[src/rtl/fp16_pkg.sv]
// Shared binary16 constants, FSM state encoding and result-class flag struct
// for the half-precision arithmetic units.
package fp16_pkg;
  localparam int EXP_W    = 5;
  localparam int MAN_W    = 10;
  localparam int BIAS     = 15;
  localparam int EMIN     = -14;
  localparam int EMIN_SUB = -24;

  localparam logic [8:0]  QNAN_DEFAULT = 9'h02A;
  localparam logic [4:0]  EXP_ALL1     = 5'h1F;
  localparam logic [14:0] INF_MAG      = 15'h7C00;
  localparam logic [14:0] ZERO_MAG     = 15'h0000;

  typedef enum logic [2:0] {IDLE, CHECK, DIV, PACK, DONE} state_e;

  typedef struct packed {
    logic snan;
    logic qnan;
    logic inf;
    logic zero;
    logic sub;
    logic norm;
  } fp_flags_t;
endpackage

[src/rtl/fp_class.sv]
// Combinational binary16 operand classifier: exactly one class output is high.
module fp_class (
  input  logic [15:0] x_i,
  output logic        snan_o,
  output logic        qnan_o,
  output logic        inf_o,
  output logic        zero_o,
  output logic        subnormal_o,
  output logic        normal_o
);
  logic exp_all1, exp_zero, man_zero;
  logic unused_sign;

  assign exp_all1    = &x_i[14:10];
  assign exp_zero    = (x_i[14:10] == 5'd0);
  assign man_zero    = (x_i[9:0] == 10'd0);
  assign unused_sign = x_i[15];

  assign snan_o      = exp_all1 & ~man_zero & ~x_i[9];
  assign qnan_o      = exp_all1 & x_i[9];
  assign inf_o       = exp_all1 & man_zero;
  assign zero_o      = exp_zero & man_zero;
  assign subnormal_o = exp_zero & ~man_zero;
  assign normal_o    = ~exp_all1 & ~exp_zero;
endmodule

[src/rtl/fp_sig_div.sv]
// Restoring radix-2 significand divider: {1,a_man}/{1,b_man}, one quotient bit
// per step, MSB first. last_o flags the step that produces the final bit.
module fp_sig_div #(
  parameter int QBITS = 13
) (
  input  logic             clk,
  input  logic             rst,
  input  logic             load_i,
  input  logic             step_i,
  input  logic [9:0]       a_man_i,
  input  logic [9:0]       b_man_i,
  output logic             last_o,
  output logic [QBITS-1:0] quo_o,
  output logic [11:0]      rem_o
);
  logic [11:0]      rem_q, rem_n, diff;
  logic [10:0]      div_q;
  logic [QBITS-1:0] quo_q;
  logic [3:0]       cnt_q;
  logic             ge;

  assign diff  = rem_q - {1'b0, div_q};
  assign ge    = (rem_q >= {1'b0, div_q});
  assign rem_n = ge ? diff : rem_q;

  always_ff @(posedge clk) begin
    if (rst) begin
      rem_q <= '0;
      div_q <= '0;
      quo_q <= '0;
      cnt_q <= '0;
    end else if (load_i) begin
      rem_q <= {2'b01, a_man_i};
      div_q <= {1'b1, b_man_i};
      quo_q <= '0;
      cnt_q <= '0;
    end else if (step_i) begin
      // Remainder stays below 2*div, so the shift never loses a set bit.
      rem_q <= rem_n << 1;
      quo_q <= {quo_q[QBITS-2:0], ge};
      cnt_q <= cnt_q + 4'd1;
    end
  end

  assign last_o = (cnt_q == 4'(QBITS - 1));
  assign quo_o  = quo_q;
  assign rem_o  = rem_q;
endmodule

[src/rtl/fp16_div.sv]
// Iterative binary16 divider q = op_a / op_b with start/ready/valid handshake.
// FP16_DIV_ROUND_NEAREST_EN selects round-to-nearest-even instead of truncation.
module fp16_div
  import fp16_pkg::*;
#(
  parameter int QBITS = 13
) (
  input  logic        clk,
  input  logic        rst,
  input  logic        start_i,
  input  logic [15:0] op_a,
  input  logic [15:0] op_b,
  output logic        ready_o,
  output logic        valid_o,
  output logic [15:0] q,
  output logic        sNaN_o,
  output logic        qNaN_o,
  output logic        infinity_o,
  output logic        zero_o,
  output logic        subnormal_o,
  output logic        normal_o,
  output state_e      dbg_state_o
);
  state_e           state_q;
  logic [15:0]      a_q, b_q, q_q;
  logic             sign_q, ready_q, valid_q;
  logic signed [6:0] e_q;
  fp_flags_t        flags_q;

  fp_flags_t ca, cb;
  fp_class u_cls_a (.x_i(a_q), .snan_o(ca.snan), .qnan_o(ca.qnan), .inf_o(ca.inf),
                    .zero_o(ca.zero), .subnormal_o(ca.sub), .normal_o(ca.norm));
  fp_class u_cls_b (.x_i(b_q), .snan_o(cb.snan), .qnan_o(cb.qnan), .inf_o(cb.inf),
                    .zero_o(cb.zero), .subnormal_o(cb.sub), .normal_o(cb.norm));

  logic             div_last;
  logic [QBITS-1:0] quo;
  logic [11:0]      rem;
  fp_sig_div #(.QBITS(QBITS)) u_sig_div (
    .clk(clk), .rst(rst),
    .load_i(state_q == CHECK), .step_i(state_q == DIV),
    .a_man_i(a_q[9:0]), .b_man_i(b_q[9:0]),
    .last_o(div_last), .quo_o(quo), .rem_o(rem)
  );

  // Exception screening; subnormal operands count as zero.
  logic      a_zero, b_zero, special;
  logic [15:0] spec_q;
  fp_flags_t spec_f;
  always_comb begin
    a_zero  = ca.zero | ca.sub;
    b_zero  = cb.zero | cb.sub;
    special = 1'b1;
    spec_q  = '0;
    spec_f  = '0;
    if (ca.snan | cb.snan) begin
      spec_q = ca.snan ? a_q : b_q;      spec_f.snan = 1'b1;
    end else if (ca.qnan | cb.qnan) begin
      spec_q = ca.qnan ? a_q : b_q;      spec_f.qnan = 1'b1;
    end else if ((ca.inf & cb.inf) | (a_zero & b_zero)) begin
      spec_q = {sign_q, EXP_ALL1, 1'b1, QNAN_DEFAULT}; spec_f.qnan = 1'b1;
    end else if (ca.inf | b_zero) begin
      spec_q = {sign_q, INF_MAG};        spec_f.inf = 1'b1;
    end else if (a_zero | cb.inf) begin
      spec_q = {sign_q, ZERO_MAG};       spec_f.zero = 1'b1;
    end else begin
      special = 1'b0;
    end
  end

  // Normalize, range-check and (optionally) round the finished quotient.
  logic [10:0]       sig, sig_r;
  logic              g, s, g_r, s_r;
  logic signed [6:0] e_n;
  logic [11:0]       full, shf, lost_mask;
  logic [3:0]        n_sh;
  logic [4:0]        exp_f;
  logic [14:0]       mag;
  fp_flags_t         pack_f;
  always_comb begin
    sig       = quo[12] ? quo[12:2] : quo[11:1];
    g         = quo[12] ? quo[1] : quo[0];
    s         = (quo[12] & quo[0]) | (rem != 12'd0);
    e_n       = quo[12] ? e_q : e_q - 7'sd1;
    n_sh      = 4'(EMIN - int'(e_n));
    full      = {sig, g};
    shf       = full >> n_sh;
    lost_mask = (12'd1 << n_sh) - 12'd1;
    if (int'(e_n) < EMIN) begin
      sig_r = shf[11:1];
      g_r   = shf[0];
      s_r   = s | (|(full & lost_mask));
      exp_f = 5'd0;
    end else begin
      sig_r = sig;
      g_r   = g;
      s_r   = s;
      exp_f = 5'(int'(e_n) + BIAS);
    end
    mag = {exp_f, sig_r[9:0]};
`ifdef FP16_DIV_ROUND_NEAREST_EN
    // Carry out of the mantissa bumps the exponent; 30 -> 31 yields infinity.
    mag = mag + {14'd0, g_r & (s_r | sig_r[0])};
`endif
    if (int'(e_n) > BIAS)          mag = INF_MAG;
    else if (int'(e_n) < EMIN_SUB) mag = ZERO_MAG;
    pack_f = '0;
    if (mag[14:10] == EXP_ALL1)    pack_f.inf  = 1'b1;
    else if (mag == ZERO_MAG)      pack_f.zero = 1'b1;
    else if (mag[14:10] == 5'd0)   pack_f.sub  = 1'b1;
    else                           pack_f.norm = 1'b1;
  end

  logic unused_pack;
`ifdef FP16_DIV_ROUND_NEAREST_EN
  assign unused_pack = ^{sig_r[10], ca.norm, cb.norm};
`else
  assign unused_pack = ^{sig_r[10], g_r, s_r, ca.norm, cb.norm};
`endif

  always_ff @(posedge clk) begin
    if (rst) begin
      state_q <= IDLE;
      ready_q <= 1'b1;
      valid_q <= 1'b0;
      q_q     <= '0;
      flags_q <= '0;
      a_q     <= '0;
      b_q     <= '0;
      sign_q  <= 1'b0;
      e_q     <= '0;
    end else begin
      valid_q <= 1'b0;
      case (state_q)
        IDLE: if (start_i) begin
          a_q     <= op_a;
          b_q     <= op_b;
          sign_q  <= op_a[15] ^ op_b[15];
          ready_q <= 1'b0;
          state_q <= CHECK;
        end
        CHECK: if (special) begin
          q_q     <= spec_q;
          flags_q <= spec_f;
          valid_q <= 1'b1;
          state_q <= DONE;
        end else begin
          e_q     <= $signed({2'b00, a_q[14:10]}) - $signed({2'b00, b_q[14:10]});
          state_q <= DIV;
        end
        DIV: if (div_last) state_q <= PACK;
        PACK: begin
          q_q     <= {sign_q, mag};
          flags_q <= pack_f;
          valid_q <= 1'b1;
          state_q <= DONE;
        end
        DONE: begin
          ready_q <= 1'b1;
          state_q <= IDLE;
        end
        default: state_q <= IDLE;
      endcase
    end
  end

  assign ready_o     = ready_q;
  assign valid_o     = valid_q;
  assign q           = q_q;
  assign sNaN_o      = flags_q.snan;
  assign qNaN_o      = flags_q.qnan;
  assign infinity_o  = flags_q.inf;
  assign zero_o      = flags_q.zero;
  assign subnormal_o = flags_q.sub;
  assign normal_o    = flags_q.norm;
  assign dbg_state_o = state_q;
endmodule

[config.mk]
export PLATFORM = sky130hd
export DESIGN_NAME = fp16_div
export DESIGN_NICKNAME = d
export VERILOG_FILES = /design/src/rtl/fp16_pkg.sv /design/src/rtl/fp_class.sv /design/src/rtl/fp_sig_div.sv /design/src/rtl/fp16_div.sv
export SDC_FILE = /design/constraint.sdc
export NUM_CORES = 1
export LEC_CHECK = 0
export CAP_MARGIN = 15
export CORE_UTILIZATION = 63
export CTS_CLUSTER_SIZE = 16
export DETAILED_ROUTE_END_ITERATION = 10
export GPL_ROUTABILITY_DRIVEN = 0
export PLACE_DENSITY = 0.86
export SLEW_MARGIN = 5
export SYNTH_ARGS = -nofsm -noshare
export SYNTH_HDL_FRONTEND = slang
export SYNTH_HIERARCHICAL = 1
export SYNTH_SLANG_ARGS = --single-unit
[constraint.sdc]
create_clock -name clk -period 8.61 [get_ports clk]
set_input_delay 1.2915 -clock clk [delete_from_list [all_inputs] [get_ports clk]]
set_output_delay 1.2915 -clock clk [all_outputs]
set_load 0.03 [all_outputs]
; Yosys cells after proc, flatten, opt, wreduce, memory -nomap -nowiden
; Cells that the tools add are included.
[word_totals]
ff_bits = 107
input_bits = 35
output_inout_bits = 27
wordCells = 132
[op_classes]
n_addsub = 6
order_cmp = 4
n_eq_ne = 9
shift = 1
mux = 48
bitwise = 27
n_reduce_logical = 18
[op_table]
columns = cell, n
row1 = $mux W16, 8
row2 = $mux W11, 4
row3 = $pmux W16 S2, 1
row4 = $mux W15, 2
row5 = $logic_not A10 Y1, 2
row6 = $mux W1, 17
row7 = $logic_not A15 Y1, 1
row8 = $logic_not A5 Y1, 3
row9 = $mux W3, 5
row10 = $and A1 B1 Y1, 14
row11 = $ge A12 B11 Y1, 1
row12 = $pmux W3 S4, 1
row13 = $pmux W6 S2, 1
row14 = $shr A12 B4 Y11, 1
row15 = $sub A11 B11 Y11, 1
row16 = $mux W10, 1
row17 = $reduce_and A2 Y1, 5
row18 = $reduce_and A5 Y1, 2
row19 = $gt A7 B5 Y1 const B, 1
row20 = $lt A7 B5 Y1 const B, 1
row21 = $lt A7 B6 Y1 const B, 1
row22 = $mux W7, 1
row23 = $or A1 B1 Y1, 7
row24 = $sub A7 B2 Y7 const B, 1
row25 = other kinds (19), 31

; Depth between registers and ports, before layout
; Gate-level depths: netlist (run 1).
[depth]
ltp_word = 12
ltp_mapped = 17
ltp_nobuf = 12

; Hierarchy
; The synthesis (run 1) kept the hierarchy.
[modules_own_cells]
columns = module, instances, cells_each, area_each_um2, seq_area_each_um2
row1 = fp16_div, 1, 588, 4409.2, 1321.3
row2 = fp_sig_div, 1, 248, 2217.1, 800.8
row3 = fp_class, 2, 18, 92.6, 0.0

; Least setup slack after synthesis (run 1)
; No wires, ideal clock.
[synth_timing]
path_type = register to register
startpoint = register e_q[0]
endpoint = register flags_q (netlist bit subnormal_o)
setup_ns = 0.129
arrival_time_ns = 3.754
required_time_ns = 8.481
path_slack_ns = 4.727
stages_incl_launch_ff = 16
path_buffers = 4
synth_period_minus_slack_ns = 3.883
path_cell_list = dfxtp_1 -> buf_6 -> buf_2 -> buf_2 -> inv_1 -> ha_1 -> a21boi_0 -> ha_1 -> xnor2_4 -> xnor2_1 -> buf_2 -> mux4_2 -> a211oi_1 -> o21ai_1 -> a2111oi_2 -> o41ai_1
[synth_between]
elab_chain_cells = 11
elab_cells_between_ends = 19
classes_between = 3 x add/sub / 3 x order compare / 1 x eq/ne / 1 x shift / 9 x mux / 2 x reduce/logical
[synth_rtl]
columns = element, line_no
row1 = start: declaration, fp16_div.sv:27  ; logic signed [6:0] e_q;
row2 = start signal: assignment, fp16_div.sv:148  ; e_q <= $signed({2'b00, a_q[14:10]}) - $signed({2'b00, b_q[14:10]});
row3 = $sub A7 B2 Y7, fp16_div.sv:84  ; e_n = quo[12] ? e_q : e_q - 7'sd1;
row4 = $mux W7 (*), fp16_div.sv:84
row5 = "$sub A3 B4 Y4, or another cell as far along", fp16_div.sv:85  ; n_sh = 4'(EMIN - int'(e_n));
row6 = $shr A12 B4 Y11 / $mux W5 (equally long branches), "fp16_div.sv:87, fp16_div.sv:89"
row7 = $mux W10 / $mux W15 (equally long branches), "fp16_div.sv:89, fp16_div.sv:106"
row8 = $mux W15 (on tied branches), "fp16_div.sv:106, fp16_div.sv:105"
row9 = $mux W15 (*), fp16_div.sv:105  ; if (int'(e_n) > BIAS) mag = INF_MAG;
row10 = $logic_not A15 Y1 / $mux W1 (equally long branches), "fp16_div.sv:109, fp16_div.sv:110"
row11 = $mux W2, fp16_div.sv:109  ; else if (mag == ZERO_MAG) pack_f.zero = 1'b1;
row12 = $mux W3 (*), fp16_div.sv:108  ; if (mag[14:10] == EXP_ALL1) pack_f.inf = 1'b1;
row13 = $pmux W6 S2 (*), fp16_div.sv:134  ; case (state_q)
row14 = end signal: assignment, fp16_div.sv:144  ; flags_q <= spec_f;
row15 = end signal: assignment, fp16_div.sv:154  ; flags_q <= pack_f;
row16 = end: declaration, fp16_div.sv:28  ; fp_flags_t flags_q;
; Mark *: on every way between the ends. The rest lies on a longest branch, timed or not.
; A chain may end at the register's enable or synchronous reset.

; Worst setup path after layout (run 1)
; Same ends and word-level chain as after synthesis.

==> results of run 1 <==
through the flow:
step	cell area [um^2]	worst slack (ns)
detailed placement	7350	3.68
finish	7570	3.53
CTS	7530	3.59
global placement	7350	4.00
floorplan	6800	4.73
global route	7570	3.14
layout by cell type (no fill, tap or decap), drive strengths merged, types with 8 or more instances in the layout:
master and count:
nor2 115, nand2 114, dfxtp 106, a21oi 92, clkdlybuf4s50 60, inv 45
mux2i 42, o21ai 29, nor3 26, ha 22, o22ai 17, xnor2 16
o211ai 15, nand2b 14, nand3 14, a211oi 14, a22oi 10, clkbuf 10
a31oi 9, buf 8
sequential cells by signal (all words and copies together) (netlist names):
signal           count
u_sig_div/cnt_q      4
sNaN_o               1
u_sig_div/div_q     11
dbg_state_o          3
e_q                  6
zero_o               1
subnormal_o          1
normal_o             1
sign_q               1
valid_o              1
a_q                 16
ready_o              1
qNaN_o               1
q                   16
infinity_o           1
u_sig_div/rem_o     12
u_sig_div/quo_o     13
b_q                 16
power groups by stage:
stage / Clock (mW) / Combinational, mW / Sequential [mW]
after CTS: 0.300 / 0.492 / 0.564
after global placement: 0 / 0.473 / 0.573
after detailed placement: 0 / 0.489 / 0.575
final: 0.297 / 0.505 / 0.565
after floorplan: 0 / 0.366 / 0.582
after global routing: 0.320 / 0.546 / 0.569
final cells by class:
type / count / area (um^2)
multi-input combinational: 669 / 4250
clock buffer: 10 / 138
timing repair buffer: 68 / 682
fill: 838 / 2840
sequential: 106 / 2120
tap: 136 / 170
clock inverter: 6 / 47.5
inverter: 43 / 161
critical path, stage by stage, from the launching register on:
cell	delay, ns
dfxtp_1	1.01
inv_1	0.23
ha_1	0.41
a21boi_0	0.41
ha_1	0.35
xnor2_4	0.10
xnor2_1	0.83
mux4_2	0.61
a211oi_1	0.33
o21ai_1	0.14
a2111oi_2	0.42
o41ai_1	0.10
routing by layer:
| layer | track usage, % | vias to the layer above |
|---|---|---|
| li1 | - | 3152 |
| met1 | 44.2 | 3091 |
| met2 | 54.0 | 363 |
| met3 | 4.70 | 65 |
| met4 | 12.0 | 0 |
| met5 | 0 | - |
final timing paths:
path | slack, ns | depth (start not counted) | from | end
worst max-delay path | 3.53 | 11 | e_q[0] | subnormal_o
worst min-delay path | 0.47 | 2 | b_q[15] | b_q[15]
worst max register to register | 3.53 | 11 | e_q[0] | subnormal_o
worst min register to register | 0.47 | 2 | b_q[15] | b_q[15]
==> metrics, run 1 <==
Setup Total Neg Slack=0 ns; setup repair after global routing missed its margin=false; status=completed; DIE HEIGHT=106 um; # setup viols final=0; Worst-path clk slew=0.10 ns; clk_skew=0.0157 ns; total power=1.37 mW; Post-Syn Instances=870; Top-Level Pins=62; routed wire length=18300 um; Max VDD drop=0.115 mV; fin util=72.7%; total of warnings raised by yosys=6; combinational share of power=36.9%; Psw=524 uW; pwr dens=181 nW/um^2; first-pass GRT wire length=29600 um; First DRT Iteration DRCs=737; Clock Sinks=106; postcts setup bufs=0; wl on met1=7740 um; P_int=844 uW; DRT Pass-1 Iters=8; cell area after synthesis=6800 um^2; Seq pwr share=41.3%; grt ovf=0; tightest hold margin=0.473 ns; crit path DAT=5.32 ns; highest clock rate=197 MHz; WS Path Type=flip-flop to flip-flop; Initial Utilization=65.3%; area delta synth->final=11.4%; max-cap violation count=0; CP Max Fanout=29; Clock power frac=21.7%; CTS Hold Buffers Added=0; post-DP HPWL=13200 um; highest routed metal layer=met4; fin crit period=5.08 ns; pin count of the biggest net entering global routing=92; Placement Rows=37; switching share of power=38.3%; Critical Path RT=8.85 ns; CTS tree=done; initial antenna violation count=0; clock latency on the worst-skew pair=0.39 ns; Total Routing Usage GR=33.0%; Syn Area/Cell=7.81 um^2; Max Slew Vio Count=0; Detail Route Antenna Nets=0; clk root buf=clkbuf_8; Die Width=106 um; Post-Layout Cell Count=1038; syn_nets=929; Net count, final=956; post_cts resized=0; Final period util=59.0%; layout cells sized above 1=7.32%; vias per inst=6.43; TritonCTS Buffers=9; Antenna Diode Count=0; Wirelength per Cell=17.6 um; Min-Delay Path Class=flip-flop to flip-flop; Slew HR=21.0%; Final Hold Vio Count=0; Max clock buf depth=2; via count=6671; Die ar.=11200 um^2; met3 WL=1400 um; Worst setup EP type=flip-flop; Met2 Wirelength=8540 um; Worst setup SP type=flip-flop; Tightest Pin Transition=1.18 ns; placed cell count=1020; CTS H-tree depth=3; vias in the first global route=6107; Core Area=10400 um^2; Port Buffer Count=61; leakage=2.75 nW; DRC=0
Power figures use the tool's default switching activity.
==> inputs of run 2 (changes only) <==
- CORE_UTILIZATION: 63 -> 59
- PLACE_DENSITY: 0.86 -> 0.82
- clock period: 8.61 -> 5.3 ns (I/O delays scaled with it)
==> run 2 against run 1 <==
Power up 79%; die area up 6.7%; worst hold slack worse by 0.0096 ns; largest power group unchanged; worst setup slack worse by 2.4 ns; critical path depth unchanged; clock skew down 0.0057 ns; cell count up 0.48%; non-clock buffer count up 1; sequential cell count unchanged; highest routed layer unchanged; clock power up 140%; final area up 1.7%; critical path type unchanged.
==> metrics, run 2 (synthesized netlist as in run 1, its figures left out) <==
Final period util=78.7% (was 59.0%); Detail Route Antenna Nets=0 (unchanged); Initial Utilization=61.6% (was 65.3%); via count=6641 (was 6671); DRC=0 (unchanged); Setup Total Neg Slack=0 ns (unchanged); highest clock rate=240 MHz (was 197 MHz); Max Slew Vio Count=0 (unchanged); clock latency on the worst-skew pair=0.36 ns (was 0.39 ns); Slew HR=20.9% (was 21.0%); WS Path Type=flip-flop to flip-flop (unchanged); Die ar.=12000 um^2 (was 11200 um^2); Crit path depth=11 (unchanged); post-place setup slack=1.19 ns (was 3.68 ns); leakage=2.81 nW (was 2.75 nW); Wirelength per Cell=17.9 um (was 17.6 um); Min-Delay Path Class=flip-flop to flip-flop (unchanged); flop2flop setup slack=1.13 ns (was 3.53 ns); CP max-delay cell=xnor2_1 (was dfxtp_1); R2R cell count=11 (unchanged); most used cell, CP=ha_1 (unchanged); fin crit period=4.17 ns (was 5.08 ns); Die Width=109 um (was 106 um); area delta synth->final=13.3% (was 11.4%); Post-Layout Cell Count=1043 (was 1038); Seq. cell area=2120 um^2 (unchanged); Crit path max-delay family=compound AO/OA/AOI/OAI gates (unchanged); initial antenna violation count=0 (unchanged); grt ovf=0 (unchanged); Layout fillers=900 (was 838); Total Routing Usage GR=32.7% (was 33.0%); First DRT Iteration DRCs=721 (was 737); postcts setup bufs=0 (unchanged); critical-path cell list=inv_1 > ha_1 > a21boi_0 > ha_1 > xnor2_4 > xnor2_1 > mux4_2 > a211oi_1 > o21ai_1 > a2111oi_2 > o41ai_1 (unchanged); CTS tree=done (unchanged); clk_skew=0.00997 ns (was 0.0157 ns); CTS H-tree depth=3 (unchanged); Max clock buf depth=2 (unchanged); # setup viols final=0 (unchanged); commonest non-fill, non-tap cell in the layout=nor2_1 (unchanged); Final Cell Area=7700 um^2 (was 7570 um^2); CP Max Fanout=11 (was 29); Multi-input gate area=4250 um^2 (unchanged); Antenna Diode Count=0 (unchanged); placed cell count=1026 (was 1020); crit path DAT=4.39 ns (was 5.32 ns); pin count of the biggest net entering global routing=60 (was 92); Max VDD drop=0.319 mV (was 0.115 mV); busiest layer in global routing=met2 (unchanged); fin util=69.9% (was 72.7%); Worst Path Buf+Inv=1 (unchanged); Worst setup SP type=flip-flop (unchanged); Cell Area, Placed=7370 um^2 (was 7350 um^2); DRT Pass-1 Iters=7 (was 8); Top-Level Pins=62 (unchanged); Placement Rows=38 (was 37); met1 GRT Util=43.1% (was 44.2%); Final WS setup=1.13 ns (was 3.53 ns); post-DP HPWL=13300 um (was 13200 um); first-pass GRT wire length=30300 um (was 29600 um); Critical Path RT=5.52 ns (was 8.85 ns); vias per inst=6.37 (was 6.43); Core Area=11000 um^2 (was 10400 um^2); M2 GR Usage=52.8% (was 54.0%); clk root buf=clkbuf_16 (was clkbuf_8); vias in the first global route=6235 (was 6107); Final Hold Vio Count=0 (unchanged); DIE HEIGHT=109 um (was 106 um); status=completed (unchanged); pwr dens=317 nW/um^2 (was 181 nW/um^2); layout cells sized above 1=7.31% (was 7.32%); Net count, final=957 (was 956); CTS Hold Buffers Added=0 (unchanged); max-cap violation count=0 (unchanged); met3 Use GR=5.45% (was 4.70%); Clock Sinks=106 (unchanged); TritonCTS Buffers=9 (unchanged); Worst setup EP type=flip-flop (unchanged); CP max stage delay=0.84 ns (was 1.01 ns); Worst-path clk slew=0.08 ns (was 0.10 ns); Port Buffer Count=61 (unchanged); setup repair after global routing missed its margin=false (unchanged); Hold Path Cell Cnt=2 (unchanged); routed wire length=18700 um (was 18300 um); most frequent cells in the layout=114 x nor2_1, 113 x nand2_1, 106 x dfxtp_1 (unchanged); post_cts resized=0 (unchanged); Tightest Pin Transition=1.18 ns (about the same)
-- run 2: final cells by class --
cell class                 instances  area share, %
inverter                          43           2.09
tap                              140           2.27
sequential                       106           27.5
clock inverter                     6           1.02
timing repair buffer              69           8.90
clock buffer                      10           2.97
multi-input combinational        669           55.2
-- run 2: power by group --
group / internal, mW / switching (mW) / total (mW) / leakage [nW]
clock: 0.379 / 0.329 / 0.708 / 0.152
combinational: 0.330 / 0.487 / 0.818 / 1.80
sequential: 0.850 / 0.0682 / 0.918 / 0.863
-- run 2: tightest hold or removal path: stages, from the launching register on --
cell and delay (ns):
dfxtp_1 0.32, nand2_1 0.05, a21oi_1 0.05
-- run 2: path summary, 6_finish.rpt --
path          start          end
min            q[0]         q[0]
max reg2reg  e_q[1]  subnormal_o
max          e_q[1]  subnormal_o
min reg2reg    q[0]         q[0]
-- run 2: metrics by stage --
step	total power [mW]	hold WS (ns)
3_3_place_gp	1.70	0.446
2_1_floorplan	1.54	0.436
3_5_place_dp	1.73	0.453
4_1_cts	2.43	0.465
5_1_grt	2.56	0.497
6_report	2.44	0.463
-- run 2: layer usage --
layer  vias to the layer above  part of all wire [%]  wire length [um]
li1                       3159                     -                 -
met1                      3106                    43              8120
met2                       308                    46              8600
met3                        68                   7.1              1340
met4                         0                   3.5               659
met5                         -                     0                 0
==> inputs of run 3 (changes only) <==
- clock period: 5.3 -> 4.1 ns (I/O delays scaled with it)
==> run 3 against run 2 <==
Clock skew decreased by 0.0028 ns; critical path depth grew 1; sequential power grew 30%; final area rose by 0.13%; global-route usage increased by 0.45 points; worst setup slack worse by 0.83 ns; cell count is 0.38% higher; combinational power up 32%; maximum frequency rose by 9.8%; non-clock buffer count increased by 4; sequential cell count stayed put; first-iteration DRC count decreased by 6.7%; critical path type unchanged; largest power group unchanged.
==> metrics, run 3 (synthesized netlist as in run 1, its figures left out) <==
setup repair after global routing missed its margin=false (unchanged); layout cells sized above 1=7.72% (was 7.31%); TritonCTS Buffers=9 (unchanged); Port Buffer Count=61 (unchanged); Post-Layout Cell Count=1047 (was 1043); DRC=0 (unchanged); Final Cell Area=7710 um^2 (was 7700 um^2); via count=6718 (was 6641); Clock Sinks=106 (unchanged); Max clock buf depth=2 (unchanged); First DRT Iteration DRCs=673 (was 721); most frequent cells in the layout=114 x nor2_1, 113 x nand2_1, 106 x dfxtp_1 (unchanged); Hold Path Origin=a_q[15] (was q[0]); Worst Setup SP=e_q[1] (unchanged); # setup viols final=0 (unchanged); Die Width=109 um (unchanged); status=completed (unchanged); pwr dens=410 nW/um^2 (was 317 nW/um^2); area delta synth->final=13.5% (was 13.3%); routed wire length=19200 um (was 18700 um); initial antenna violation count=0 (unchanged); Cell Area, Placed=7400 um^2 (was 7370 um^2); Antenna Diode Count=0 (unchanged); Max Slew Vio Count=0 (unchanged); Worst-path clk slew=0.07 ns (was 0.08 ns); highest clock rate=263 MHz (was 240 MHz); R2R cell count=12 (was 11); Layout fillers=894 (was 900); Net count, final=961 (was 957); Final Hold Vio Count=0 (unchanged); Worst setup EP type=flip-flop (unchanged); leakage=2.82 nW (was 2.81 nW); clock latency on the worst-skew pair=0.36 ns (about the same); clk root buf=clkbuf_16 (unchanged); commonest non-fill, non-tap cell in the layout=nor2_1 (unchanged); Top-Level Pins=62 (unchanged); Setup Total Neg Slack=0 ns (unchanged); flop2flop setup slack=0.30 ns (was 1.13 ns); CTS H-tree depth=3 (unchanged); DIE HEIGHT=109 um (unchanged); postcts setup bufs=0 (unchanged); Core Area=11000 um^2 (unchanged); placed cell count=1030 (was 1026); WS Path Type=flip-flop to flip-flop (unchanged); CTS tree=done (unchanged); Min-Delay Path Class=flip-flop to flip-flop (unchanged); grt ovf=0 (unchanged); Max VDD drop=0.300 mV (was 0.319 mV); fin crit period=3.80 ns (was 4.17 ns); Placement Rows=38 (unchanged); Wirelength per Cell=18.3 um (was 17.9 um); Tightest Pin Transition=1.08 ns (was 1.18 ns); clk_skew=0.00713 ns (was 0.00997 ns); CP Max Fanout=14 (was 11); Initial Utilization=61.6% (unchanged); DRT Pass-1 Iters=7 (unchanged); post-DP HPWL=13800 um (was 13300 um); reg2reg end=subnormal_o (unchanged); total power=3.16 mW (was 2.44 mW); Detail Route Antenna Nets=0 (unchanged); vias per inst=6.42 (was 6.37); Worst Hold Path EP=a_q[15] (was q[0]); Total Routing Usage GR=33.2% (was 32.7%); Hold Path Cell Cnt=2 (unchanged); Worst setup SP type=flip-flop (unchanged); crit path DAT=4.01 ns (was 4.39 ns); Slew HR=28.0% (was 20.9%); Die ar.=12000 um^2 (unchanged); Critical Path RT=4.31 ns (was 5.52 ns); RR Startpoint=e_q[1] (unchanged); post_cts resized=0 (unchanged); vias in the first global route=6193 (was 6235); pin count of the biggest net entering global routing=50 (was 60); max-cap violation count=0 (unchanged); CTS Hold Buffers Added=0 (unchanged); Final period util=92.7% (was 78.7%); first-pass GRT wire length=30500 um (was 30300 um)
==> run 3: cell types whose count changed in the layout (fill, tap and decap cells not counted), sizes merged <==
cell | previous run | this run
clkinv | 1 | 2
clkinvlp | 0 | 1
buf | 9 | 13
inv | 47 | 45
==> run 3: final cells by class <==
| type | count | area, um^2 | area share, % |
|---|---|---|---|
| Tap cell | 140 | 175 | 2.27 |
| Clock buffer | 10 | 229 | 2.97 |
| Multi-Input combinational cell | 669 | 4250 | 55.1 |
| Clock inverter | 6 | 71.3 | 0.924 |
| Sequential cell | 106 | 2120 | 27.5 |
| Inverter | 43 | 161 | 2.09 |
| Timing Repair Buffer | 73 | 703 | 9.11 |
==> run 3: power by group <==
part,total (mW),leakage [nW],switching (mW),internal [mW]
Combinational,1.08,1.81,0.643,0.434
Sequential,1.19,0.863,0.0899,1.10
Clock,0.896,0.145,0.414,0.482
==> run 3: routing by layer <==
layer / wire, um / track usage, % / up-vias
met5: 0 / 0 / -
met4: 780 / 17.0 / 0
met3: 1630 / 6.46 / 83
met2: 8760 / 53.2 / 357
met1: 8020 / 42.5 / 3117
li1: - / - / 3161
==> run 3: how the worst max path moves through the flow <==
stage	end	slack, ns	cells after the start
finish	subnormal_o	0.30	12
global route	subnormal_o	0.07	12
CTS	subnormal_o	0.43	12
detailed placement	subnormal_o	0.46	12
global placement	subnormal_o	0.66	12
floorplan	subnormal_o	0.22	15
==> run 3: worst max-delay path: stages (launching register included) <==
cell       delay [ns]
dfxtp_1          0.46
inv_1            0.07
ha_1             0.35
a21boi_0         0.33
ha_1             0.54
mux2i_1          0.23
o21ai_0          0.08
o21ai_0          0.38
a2111oi_0        0.20
mux2i_1          0.22
o2111ai_1        0.16
a2111oi_2        0.51
o41ai_1          0.10
==> run 3: per-stage QoR <==
stage	setup WS [ns]	utilization, %	hold WS, ns
floorplan	0.217	-	0.436
global placement	0.661	67.1	0.445
detailed placement	0.463	67.1	0.453
CTS	0.431	69.8	0.463
global route	0.0671	69.9	0.478
finish	0.301	69.9	0.463
